==> src/rtl/pipeline_irq_ctrl.sv <==
// Interrupt front-end for the pipeline: synchronise, debounce and edge-latch two external lines,
// then present one masked, prioritised request under a request/ack/eret handshake.
module pipeline_irq_ctrl #(
    parameter int unsigned SYNC_STAGES     = 2,
    parameter int unsigned DEBOUNCE_CYCLES = 16
) (
    input  logic       clk_gl,
    input  logic       rst,
    input  logic [1:0] irq_raw,
    input  logic [1:0] irq_mask,
    input  logic       irq_ack,
    input  logic       irq_eret,
    output logic [1:0] interrupt,
    output logic [1:0] irq_pending,
    output logic       irq_busy,
    output logic [7:0] irq_drop_cnt
);

    localparam int unsigned CNT_W = (DEBOUNCE_CYCLES > 1) ? $clog2(DEBOUNCE_CYCLES) : 1;
    localparam logic [CNT_W-1:0] CNT_MAX = CNT_W'(DEBOUNCE_CYCLES - 1);

    localparam logic [1:0] ST_IDLE    = 2'd0;
    localparam logic [1:0] ST_REQ     = 2'd1;
    localparam logic [1:0] ST_SERVICE = 2'd2;

    logic [1:0] rise;

    for (genvar i = 0; i < 2; i++) begin : g_line
        logic [SYNC_STAGES-1:0] sync_q;
        logic [CNT_W-1:0]       cnt_q;
        logic                   lvl_q;
        logic                   s;
        logic                   differ;
        logic                   accept;

        assign s      = sync_q[SYNC_STAGES-1];
        assign differ = (s != lvl_q);
        // A change is accepted on the cycle the counter has already seen DEBOUNCE_CYCLES-1 mismatches.
        assign accept = differ && (cnt_q == CNT_MAX);
        assign rise[i] = accept && s;

        always_ff @(posedge clk_gl or negedge rst) begin
            if (!rst) begin
                sync_q <= '0;
                cnt_q  <= '0;
                lvl_q  <= 1'b0;
            end else begin
                sync_q <= {sync_q[SYNC_STAGES-2:0], irq_raw[i]};
                if (!differ || accept) begin
                    cnt_q <= '0;
                end else begin
                    cnt_q <= cnt_q + CNT_W'(1);
                end
                if (accept) begin
                    lvl_q <= s;
                end
            end
        end
    end

    logic [1:0] state_q, state_d;
    logic [1:0] interrupt_q, interrupt_d;
    logic       busy_q, busy_d;
    logic [1:0] pending_q, pending_d;
    logic [7:0] drop_q, drop_d;
    logic [1:0] clr;
    logic [1:0] req;
    logic [1:0] drop;
    logic [1:0] drop_add;
    logic [8:0] drop_sum;

    assign req = pending_q & irq_mask;

    always_comb begin
        state_d     = state_q;
        interrupt_d = interrupt_q;
        busy_d      = busy_q;
        clr         = 2'b00;
        case (state_q)
            ST_IDLE: begin
                if (|req) begin
                    state_d     = ST_REQ;
                    interrupt_d = req[0] ? 2'b01 : 2'b10;
                end
            end
            ST_REQ: begin
                if (irq_ack) begin
                    state_d     = ST_SERVICE;
                    interrupt_d = 2'b00;
                    busy_d      = 1'b1;
                    clr         = interrupt_q;
                end else if (~|(interrupt_q & irq_mask)) begin
                    // Granted line masked off before ack: withdraw, keep it pending.
                    state_d     = ST_IDLE;
                    interrupt_d = 2'b00;
                end
            end
            ST_SERVICE: begin
                if (irq_eret) begin
                    state_d = ST_IDLE;
                    busy_d  = 1'b0;
                end
            end
            default: begin
                state_d     = ST_IDLE;
                interrupt_d = 2'b00;
                busy_d      = 1'b0;
            end
        endcase
    end

    // A rise coinciding with its own clear re-sets the flag and is not a lost edge.
    assign pending_d = (pending_q & ~clr) | rise;
    assign drop      = rise & pending_q & ~clr;
    assign drop_add  = {1'b0, drop[0]} + {1'b0, drop[1]};
    assign drop_sum  = {1'b0, drop_q} + {7'b0, drop_add};
    assign drop_d    = drop_sum[8] ? 8'hFF : drop_sum[7:0];

    always_ff @(posedge clk_gl or negedge rst) begin
        if (!rst) begin
            state_q     <= ST_IDLE;
            interrupt_q <= 2'b00;
            busy_q      <= 1'b0;
            pending_q   <= 2'b00;
            drop_q      <= 8'd0;
        end else begin
            state_q     <= state_d;
            interrupt_q <= interrupt_d;
            busy_q      <= busy_d;
            pending_q   <= pending_d;
            drop_q      <= drop_d;
        end
    end

    assign interrupt    = interrupt_q;
    assign irq_pending  = pending_q;
    assign irq_busy     = busy_q;
    assign irq_drop_cnt = drop_q;

endmodule
==> config.mk <==
export PLATFORM = sky130hd
export DESIGN_NAME = pipeline_irq_ctrl
export DESIGN_NICKNAME = d
export VERILOG_FILES = /design/src/rtl/pipeline_irq_ctrl.sv
export SDC_FILE = /design/constraint.sdc
export NUM_CORES = 1
export LEC_CHECK = 0
export ABC_CLOCK_PERIOD_IN_PS = 2600
export CORE_MARGIN = 10
export CORE_UTILIZATION = 40
export CTS_CLUSTER_DIAMETER = 200
export DETAILED_ROUTE_END_ITERATION = 8
export GPL_ROUTABILITY_DRIVEN = 0
export PLACE_DENSITY = 0.67
export SYNTH_ARGS = -nofsm -noshare
export SYNTH_HDL_FRONTEND = slang
export SYNTH_SLANG_ARGS = --single-unit
==> constraint.sdc <==
create_clock -name clk_gl -period 2.6 [get_ports clk_gl]
set_clock_uncertainty 0.1 [all_clocks]
set_input_delay 0.52 -clock clk_gl [delete_from_list [all_inputs] [get_ports clk_gl]]
set_output_delay 0.52 -clock clk_gl [all_outputs]
set_load 0.05 [all_outputs]
==> flow_summary.json, run 1 <==
{
  "status": "completed",
  "core.rowCount": 20,
  "vias_per_cell": 4.816,
  "cts_hold_buffers": 0,
  "grt_pass1_vias": 833,
  "synth-edff-count": 0,
  "setup_viol": 0,
  "power_density_nw_per_um2": 754.1,
  "routed-via-count": 891,
  "fin_crit_ps": 2389,
  "maxCapViolations": 0,
  "final_util_pct": 51.74,
  "hold_ws_ps": 253.4,
  "fin_cells": 185,
  "initial_core_util_pct": 41.12,
  "relSlewSlack_pct": 65.98,
  "htree_levels": 2,
  "cts_tree": "done",
  "arrival_ps": 2490,
  "syn_to_final_growth_pct": 25.83,
  "drive_gt1_share_pct": 9.220,
  "track_usage_pct": 8.442,
  "diodes": 0,
  "cts_resized": 0,
  "netlist.top_cell.by_area": "dfrtp_1",
  "fin_crit_sh_pct": 91.88,
  "postSynthAreaPerCell_sq_um": 11.22,
  "yosysSeqAreaShare_pct": 58.29,
  "synthArstFlopShare_pct": 100.0,
  "cp_slowest_stage_delay_ps": 480,
  "post_cts_buffers": 0,
  "grt_pass1_wl_um": 3615,
  "die_h_um": 75.79,
  "dp_hpwl_um": 1653,
  "synth-seq-cells": 29,
  "synth_common_cells": "29 x dfrtp_1, 11 x nand2_1, 11 x nor2_1",
  "ir_drop_v": 0.0003067,
  "rsz0062_at_grt": "no",
  "fp.dieW_um": 75.79,
  "ant_nets": 0,
  "fillers": 274,
  "max_freq_ghz": 0.4186,
  "dp.cells": 177,
  "drc_errors": 0,
  "fin_setup_tns_ps": 0,
  "clk_path_buf_depth": 2,
  "ios": 21,
  "wl_um": 2206,
  "wl_per_cell_um": 11.92,
  "final_nets": 151,
  "io_buffers": 20,
  "cp_max_fo": 6,
  "syn_nets": 122,
  "ys_warn_count": 0,
  "drt_pass1_iterations": 4,
  "grt_max_degree": 30,
  "power.total_uw": 1181,
  "cp_slowest_cell": "clkdlybuf4s50_1",
  "synth_top_flop_cell": "dfrtp_1",
  "clk_latency_ps": 310,
  "leakagePower_uw": 0.0007341,
  "ys_types": 34,
  "endpoint_kind": "register",
  "crit_type": "in -> reg",
  "grt_overflow": 0,
  "cp.required_ps": 2700,
  "hold_violations": 0,
  "cts-buffers-inserted": 5,
  "core-area_sq_um": 3028,
  "die_area_sq_um": 5744,
  "clk_pin_slew_worst_paths_ps": 80,
  "drt_iter0_drc": 40,
  "cts_root_buf": "clkbuf_4",
  "maxSlewViolCount": 0,
  "cp-start-kind": "input pin",
  "cpMostUsedCell": "a21oi_1",
  "hold_class": "reg -> reg",
  "clkSinkCount": 29,
  "syn_area_sq_um": 1245,
  "synth_cells": 111,
  "antenna_found_initial": 0,
  "synth_top_area_share_pct": 58.29,
  "worst_pin_slew_ps": 508.6,
  "synth.most_common_cell": "dfrtp_1",
  "worstPathCellList": "clkdlybuf4s50_1 -> nand3b_1 -> o21ai_0 -> nor2_1 -> fa_1 -> and4_1 -> buf_4 -> a21oi_1 -> a21oi_1",
  "synthTopCellsByArea": "dfrtp_1 58%, xnor2_1 4.2%, nand2_1 3.3%, nor2_1 3.3%, a21oi_1 2.8%"
}
## layout make-up
cell class / instances / area, sq um / area share, %
Multi-Input combinational cell: 76 / 491.7 / 31.39
Tap cell: 44 / 55.05 / 3.514
Timing Repair Buffer: 24 / 230.2 / 14.70
Sequential cell: 29 / 725.7 / 46.33
Clock buffer: 8 / 48.80 / 3.115
Inverter: 4 / 15.01 / 0.9585
## metrics by stage
| step | area, sq um | setup slack (ps) |
|---|---|---|
| final | 1567 | 211.2 |
| after global routing | 1567 | 1.170 |
| after CTS | 1567 | 236.3 |
| after detailed placement | 1518 | -110.5 |
| after global placement | 1518 | -67.81 |
| after floorplan | 1245 | 250.6 |
## layer usage
metal	track usage [%]	share of wire [%]	up-vias
met2	11.60	39	35
met5	0	0	-
met3	6.120	14	5
li1	-	-	437
met1	9.431	45	414
met4	4.330	2.0	0
## where the power goes
| group | switching [uW] | internal [uW] | total, uW | leakage [uW] |
|---|---|---|---|---|
| Combinational | 226 | 135 | 361 | 0.000326 |
| Clock | 136 | 108 | 243 | 0.0000265 |
| Sequential | 65.9 | 511 | 577 | 0.000382 |
| Total | 427 | 754 | 1180 | 0.000734 |
## worst max-delay path: cells and delay by family
family                     cells  cell delay, ps
and+or+nand+nor                3             490
buffers and inverters          2             640
adders and majority gates      1             420
AOI/OAI and AO/OA              3             420
## sequential cells by signal (all words and copies together), names as in the netlist
name and cells:
g_line.sync_q 4, g_line.cnt_q 8, interrupt 2, state_q 2, g_line.lvl_q 2, irq_busy 1, irq_pending 2, irq_drop_cnt 8
## kinds of logic (layout without fill, tap and decap cells)
family                   Yosys count  after routing  share of synthesized area, %
adder cells (fa/ha/maj)            3              3                         3.618
XOR/XNOR                           9              9                         6.332
AO/OA/AOI/OAI                     22             22                         10.96
flip-flops                        29             29                         58.29
AND/OR/NAND/NOR                   40             40                         16.78
buffers and inverters              6             36                         2.211
multiplexers                       2              2                         1.809
## layout by cell type, fill, tap and decap left out
cell              n
or2b_1            1
nand4_2           1
a21oi_1           7
and4_1            1
xor2_1            3
o21bai_1          1
clkbuf_4          5
a211oi_1          1
nor2_1           11
clkdlybuf4s50_1  20
clkbuf_1          3
a21boi_0          1
inv_1             4
a22oi_1           1
buf_4             4
a31o_2            1
nor2b_1           1
o21ai_0           4
ha_1              2
dfrtp_1          29
o21ai_1           1
a31oi_1           2
and3b_1           1
o32a_1            1
xnor2_1           6
or3_1             2
nand3_1           4
a21o_1            1
fa_1              1
and2_1            2
o21a_1            1
nand2_1          11
mux2_2            2
nand3b_1          1
or3b_1            2
nand2b_1          2
## final timing paths
path,from,slack [ps],cells after the start,end
setup / recovery,irq_ack,210,9,irq_drop_cnt[6]
hold / removal,g_line[1].sync_q[0],250,0,g_line[1].sync_q[1]
setup reg to reg,g_line[0].cnt_q[0],300,9,irq_drop_cnt[6]
hold reg to reg,g_line[1].sync_q[0],250,0,g_line[1].sync_q[1]
max in group asynchronous,rst,1660,2,g_line[0].cnt_q[1]
min in group asynchronous,rst,480,2,g_line[1].sync_q[0]
(Power assumes the default switching activity.)
==> inputs of run 2 (changes only) <==
--- a/config.mk
+++ b/config.mk
@@ -12,6 +12,7 @@
 export DETAILED_ROUTE_END_ITERATION = 8
 export GPL_ROUTABILITY_DRIVEN = 0
 export PLACE_DENSITY = 0.67
+export SLEW_MARGIN = 20
 export SYNTH_ARGS = -nofsm -noshare
 export SYNTH_HDL_FRONTEND = slang
 export SYNTH_SLANG_ARGS = --single-unit
==> results of run 2 <==
The final DEF is identical to that of run 1; final timing and power are the same.
==> inputs of run 3 (changes only) <==
--- a/config.mk
+++ b/config.mk
@@ -6,12 +6,13 @@
 export NUM_CORES = 1
 export LEC_CHECK = 0
 export ABC_CLOCK_PERIOD_IN_PS = 2600
+export CAP_MARGIN = 10
 export CORE_MARGIN = 10
 export CORE_UTILIZATION = 40
 export CTS_CLUSTER_DIAMETER = 200
 export DETAILED_ROUTE_END_ITERATION = 8
 export GPL_ROUTABILITY_DRIVEN = 0
-export PLACE_DENSITY = 0.67
+export PLACE_DENSITY_LB_ADDON = 0.15
 export SLEW_MARGIN = 20
 export SYNTH_ARGS = -nofsm -noshare
 export SYNTH_HDL_FRONTEND = slang
==> flow_summary.json, run 3 (synthesized netlist as in run 1, its figures left out) <==
{
  "status": "completed",
  "core-area_sq_um": 3028,
  "cts_hold_buffers": 0,
  "ir_drop_v": 0.0003492,
  "syn_to_final_growth_pct": 25.23,
  "hold_violations": 0,
  "arrival_ps": 2530,
  "worst_pin_slew_ps": 509.2,
  "die_area_sq_um": 5744,
  "hold_class": "reg -> reg",
  "htree_levels": 2,
  "worstSetupPathDepth": 8,
  "cp_slowest_stage_delay_ps": 490,
  "endpoint_kind": "register",
  "dp_hpwl_um": 1624,
  "grt_max_degree": 30,
  "cp.required_ps": 2710,
  "maxSlewViolCount": 0,
  "clk_pin_slew_worst_paths_ps": 90,
  "worstPathCellList": "clkdlybuf4s50_1 -> nand3b_1 -> o21ai_0 -> nor2_1 -> fa_1 -> and4_1 -> and2_1 -> a21o_1",
  "leakagePower_uw": 0.0007286,
  "relSlewSlack_pct": 65.95,
  "power.total_uw": 1185,
  "ios": 21,
  "cts_root_buf": "clkbuf_4",
  "fp.dieW_um": 75.79,
  "drt_iter0_drc": 44,
  "vias_per_cell": 4.832,
  "core.rowCount": 20,
  "r2r_setup_slack_ps": 320,
  "cp_max_fo": 7,
  "dp.cells": 176,
  "clk_path_buf_depth": 2,
  "grt_overflow": 0,
  "layout_commonest_cell": "dfrtp_1",
  "setup_viol": 0,
  "initial_core_util_pct": 41.12,
  "fillers": 287,
  "die_h_um": 75.79,
  "endpoint": "irq_drop_cnt[7]",
  "post_cts_buffers": 0,
  "cp_num_buf_inv": 1,
  "routed-via-count": 889,
  "clkSinkCount": 29,
  "antenna_found_initial": 0,
  "diodes": 0,
  "critPathLaunch": "irq_ack",
  "crit_type": "in -> reg",
  "wl_um": 2190,
  "preCtsSetupSlack_ps": -152.7,
  "wl_per_cell_um": 11.90,
  "cp_slowest_cell": "clkdlybuf4s50_1",
  "drc_errors": 0,
  "io_buffers": 20,
  "drt_pass1_iterations": 4,
  "grt_pass1_wl_um": 3732,
  "fin_crit_sh_pct": 93.14,
  "cts-buffers-inserted": 5,
  "max_freq_ghz": 0.4129,
  "fin_crit_ps": 2422,
  "worstReg2RegStart": "g_line[0].cnt_q[0]",
  "rr_worst_depth": 8,
  "grt_pass1_vias": 871,
  "final_nets": 150,
  "r2r-end": "irq_drop_cnt[3]",
  "ant_nets": 0,
  "drive_gt1_share_pct": 8.571,
  "final_cell_mix": "29 x dfrtp_1, 20 x clkdlybuf4s50_1, 11 x nor2_1, 11 x nand2_1, 7 x a21oi_1",
  "track_usage_pct": 8.759,
  "clk_latency_ps": 320,
  "cts_resized": 0,
  "cp-start-kind": "input pin",
  "power_density_nw_per_um2": 760.4,
  "crit_family": "simple AND/OR/NAND/NOR gates",
  "fin_cells": 184,
  "rsz0062_at_grt": "no",
  "cts_tree": "done",
  "maxCapViolations": 0,
  "setup_ws_ps": 178.3
}
## run 3: changes by cell type in the layout (fill, tap and decap cells not counted)
cell,change
buf_4,-1
## run 3: through the flow
| step | hold slack, ps | utilization [%] | TNS (ps) | instance area (sq um) |
|---|---|---|---|---|
| 2_1_floorplan | 124.4 | - | 0 | 1245 |
| 3_3_place_gp | 234.3 | 49.88 | -126.0 | 1510 |
| 3_5_place_dp | 234.7 | 49.88 | -584.7 | 1510 |
| 4_1_cts | 254.9 | 51.49 | 0 | 1559 |
| 5_1_grt | 262.6 | 51.49 | 0 | 1559 |
| 6_report | 252.8 | 51.49 | 0 | 1559 |
## run 3: power breakdown
group	internal, uW	leakage [uW]	total (uW)	switching, uW
combinational	135	0.000320	361	226
clock	108	0.0000265	249	141
sequential	511	0.000382	576	64.6
total	754	0.000729	1190	432
## run 3: worst min-delay path by stage
stage	startpoint	end	slack (ps)	depth (start not counted)
3_5_place_dp	g_line[1].sync_q[0]	g_line[1].sync_q[1]	230	0
3_3_place_gp	g_line[1].sync_q[0]	g_line[1].sync_q[1]	230	0
4_1_cts	g_line[1].sync_q[0]	g_line[1].sync_q[1]	250	0
2_1_floorplan	rst	g_line[0].cnt_q[0]	120	0
5_1_grt	g_line[0].sync_q[0]	g_line[0].sync_q[1]	260	0
6_report	g_line[1].sync_q[0]	g_line[1].sync_q[1]	250	0
## run 3: area by class of cell
cell class | instances | area [sq um] | area share [%]
timing repair buffer | 23 | 222.7 | 14.29
clock buffer | 8 | 48.80 | 3.130
sequential | 29 | 725.7 | 46.55
tap | 44 | 55.05 | 3.531
inverter | 4 | 15.01 | 0.9631
multi-input combinational | 76 | 491.7 | 31.54
## run 3: metal layers
| metal | vias to the layer above | wire length (um) | GRT usage [%] | share of wire, % |
|---|---|---|---|---|
| met3 | 5 | 288 | 6.250 | 13 |
| met4 | 0 | 34 | 3.711 | 1.6 |
| met5 | - | 0 | 0 | 0 |
| met1 | 420 | 942 | 9.642 | 43 |
| met2 | 27 | 925 | 12.64 | 42 |
| li1 | 437 | - | - | - |
==> variant (config.mk and constraints of run 2) <==
Set the parameter `SYNC_STAGES` to 4 (it was 2).
--- a/src/rtl/pipeline_irq_ctrl.sv
+++ b/src/rtl/pipeline_irq_ctrl.sv
@@ -2,5 +2,5 @@
 // then present one masked, prioritised request under a request/ack/eret handshake.
 module pipeline_irq_ctrl #(
-    parameter int unsigned SYNC_STAGES     = 2,
+    parameter int unsigned SYNC_STAGES     = 4,
     parameter int unsigned DEBOUNCE_CYCLES = 16
 ) (
Function: no difference found for any inputs over 10 cycles, from zero or initial values and one cycle with rst low; that may be too few to reach the edited logic, so the function may still have changed.
==> variant against run 2 <==
- sequential cell count grew 4
- critical path depth down 1
- final area rose by 6.3%
- area after synthesis is 8.0% higher
- power is 8.4% higher
- worst setup slack worse by 0.024 ns
- clock power rose by 13%
- routed wire length grew 1.1%
- largest power group unchanged
- highest routed layer unchanged
==> variant: results (changes against run 2) <==
Run status
  – Status: finished, final reports clean (unchanged)

Placement
  – PortBufs: 20 (unchanged)
  – HPWL Detailed: 1.63 mm (was 1.65 mm)
  – Placed Area: 1610 um2 (was 1520 um2)

Clocking
  – Root buffer cell: clkbuf_4 (unchanged)
  – CTS Buf Count: 5 (unchanged)
  – Clk_lat worst skew: 0.32 ns
  – Post-cts sizing count: 0 (unchanged)
  – Clock H-tree levels: 2 (unchanged)
  – Setup Fix Bufs, Post-CTS: 0 (unchanged)
  – Clock Pin Slew Worst Setup and Hold Paths: 0.08 ns (about the same)
  – Max Buffers Root-to-Sink: 2 (unchanged)

Yosys
  – Top cells by area, synth: dfrtp_1, xnor2_1, nand2_1, nor2_1, a21oi_1 (unchanged)
  – Synth top cells by count: dfrtp_1, nand2_1, nor2_1 (unchanged)
  – Syn nets: 126 (was 122)
  – Ys async rst share: 100% (unchanged)
  – Synth cell types: 34 (unchanged)
  – Yosys top cell area share: 61.4% (was 58.3%)
  – Main synth FF type: dfrtp_1 (unchanged)
  – Register area share after synthesis: 61.4% (was 58.3%)
  – Yosys warning total: 0 (unchanged)

Global routing
  – Wire length of the first global-routing pass: 4.04 mm (was 3.62 mm)
  – GRT Total Usage: 8.23% (was 8.44%)
  – Vias in the first global route: 921 (was 833)
  – Initial antenna violation count: 0 (unchanged)
  – Largest net degree at the start of global routing: 34 (was 30)

Min path
  – Hold Crit Class: reg2reg (unchanged)
  – Hold Startpoint: g_line[0].sync_q[1] (was g_line[1].sync_q[0])

Layout
  – Layout cells sized above 1: 9.09% (was 9.22%)
  – FF+latch area: 826 um2 (was 726 um2)
  – N_diodes: 0 (unchanged)
  – Layout Nets: 154 (was 151)
  – Fill cell count: 281 (was 274)

Route
  – First drt pass iteration count: 4 (unchanged)
  – DR vias/cell: 4.96 (was 4.82)
  – Detailed Route WL: 2.23 mm (was 2.21 mm)
  – First DRT Iteration DRCs: 31 (was 40)

Critical path
  – Critical Path AT: 2.53 ns (was 2.49 ns)
  – Worst reg2reg setup slack: 0.29 ns
  – End of the worst register-to-register path: irq_drop_cnt[3] (was irq_drop_cnt[6])
  – Crit path from: irq_ack (unchanged)
  – Crit path max fanout: 7 (was 6)
  – FF-to-FF Start: g_line[0].cnt_q[0] (unchanged)
  – R2R depth: 8 (was 9)
  – Slowest-stage cell, CP: clkdlybuf4s50_1 (unchanged)
  – Max incr delay on CP: 0.50 ns (was 0.48 ns)
  – CP endpoint: irq_drop_cnt[7] (was irq_drop_cnt[6])
  – WS Path Type: in2reg (unchanged)

STA
  – Worst slew margin: 65.7% (was 66.0%)

Pwr
  – Lkg Pwr: 0.000780 uW (was 0.000734 uW)
  – Maximum VDD drop: 396 uV (was 307 uV)
[variant: cell count changes after synthesis]
| cell | run 2 | this run |
|---|---|---|
| dfrtp_1 | 29 | 33 |
[variant: how the worst min path moves through the flow]
stage                                     end  slack (ns)  cells after the start
final                     g_line[0].sync_q[2]        0.25                      0
after global routing      g_line[1].sync_q[3]        0.27                      0
after CTS                 g_line[0].sync_q[2]        0.25                      0
after detailed placement  g_line[0].sync_q[2]        0.23                      0
after global placement    g_line[1].sync_q[3]        0.23                      0
after floorplan            g_line[0].cnt_q[0]        0.12                      0
[variant: final cells by class]
| class | instances | area share, % |
|---|---|---|
| clock buffers | 7 | 3.31 |
| inverters | 4 | 0.902 |
| multi-input cells | 76 | 29.5 |
| flip-flops and latches | 33 | 49.6 |
| well taps | 44 | 3.31 |
| repair buffers | 23 | 13.4 |
[variant: kinds of logic (layout without fill, tap and decap cells)]
group                    count (synthesis)  count (layout)  synth area share (%)
AO/OA/AOI/OAI                           22              22                  10.1
multiplexers                             2               2                  1.67
flip-flops                              33              33                  61.4
adder cells (fa/ha/maj)                  3               3                  3.35
buffers and inverters                    6              34                  2.05
AND/OR/NAND/NOR                         40              40                  15.5
XOR/XNOR                                 9               9                  5.86
[variant: critical path: cells and delay by family]
| kind | cells | cell delay (ns) |
|---|---|---|
| adder cells (fa/ha/maj) | 1 | 0.42 |
| AND/OR/NAND/NOR | 4 | 0.68 |
| buffers and inverters | 1 | 0.50 |
| AO/OA/AOI/OAI | 2 | 0.41 |
[variant: routing by layer]
metal | vias to the layer above | share of wire, % | global-route usage, %
met3 | 7 | 12 | 5.41
met5 | - | 0 | 0
met1 | 438 | 47 | 9.77
met4 | 0 | 2.3 | 4.84
li1 | 451 | - | -
met2 | 31 | 39 | 10.8
[variant: stage by stage]
| stage | std cells | setup slack (ns) | setup TNS, ns | hold slack, ns |
|---|---|---|---|---|
| detailed placement | 180 | -0.158 | -0.607 | 0.235 |
| global placement | 180 | -0.0835 | -0.101 | 0.233 |
| global route | 187 | 0.0171 | 0 | 0.271 |
| finish | 187 | 0.188 | 0 | 0.252 |
| CTS | 187 | 0.203 | 0 | 0.255 |
| floorplan | 115 | 0.251 | 0 | 0.124 |
[variant: report_power, final]
part | internal [uW] | total (uW) | switching (uW) | leakage, uW
Clock | 127 | 275 | 147 | 0.0000314
Combinational | 135 | 364 | 229 | 0.000320
Sequential | 576 | 642 | 65.9 | 0.000428
Total | 839 | 1280 | 442 | 0.000780
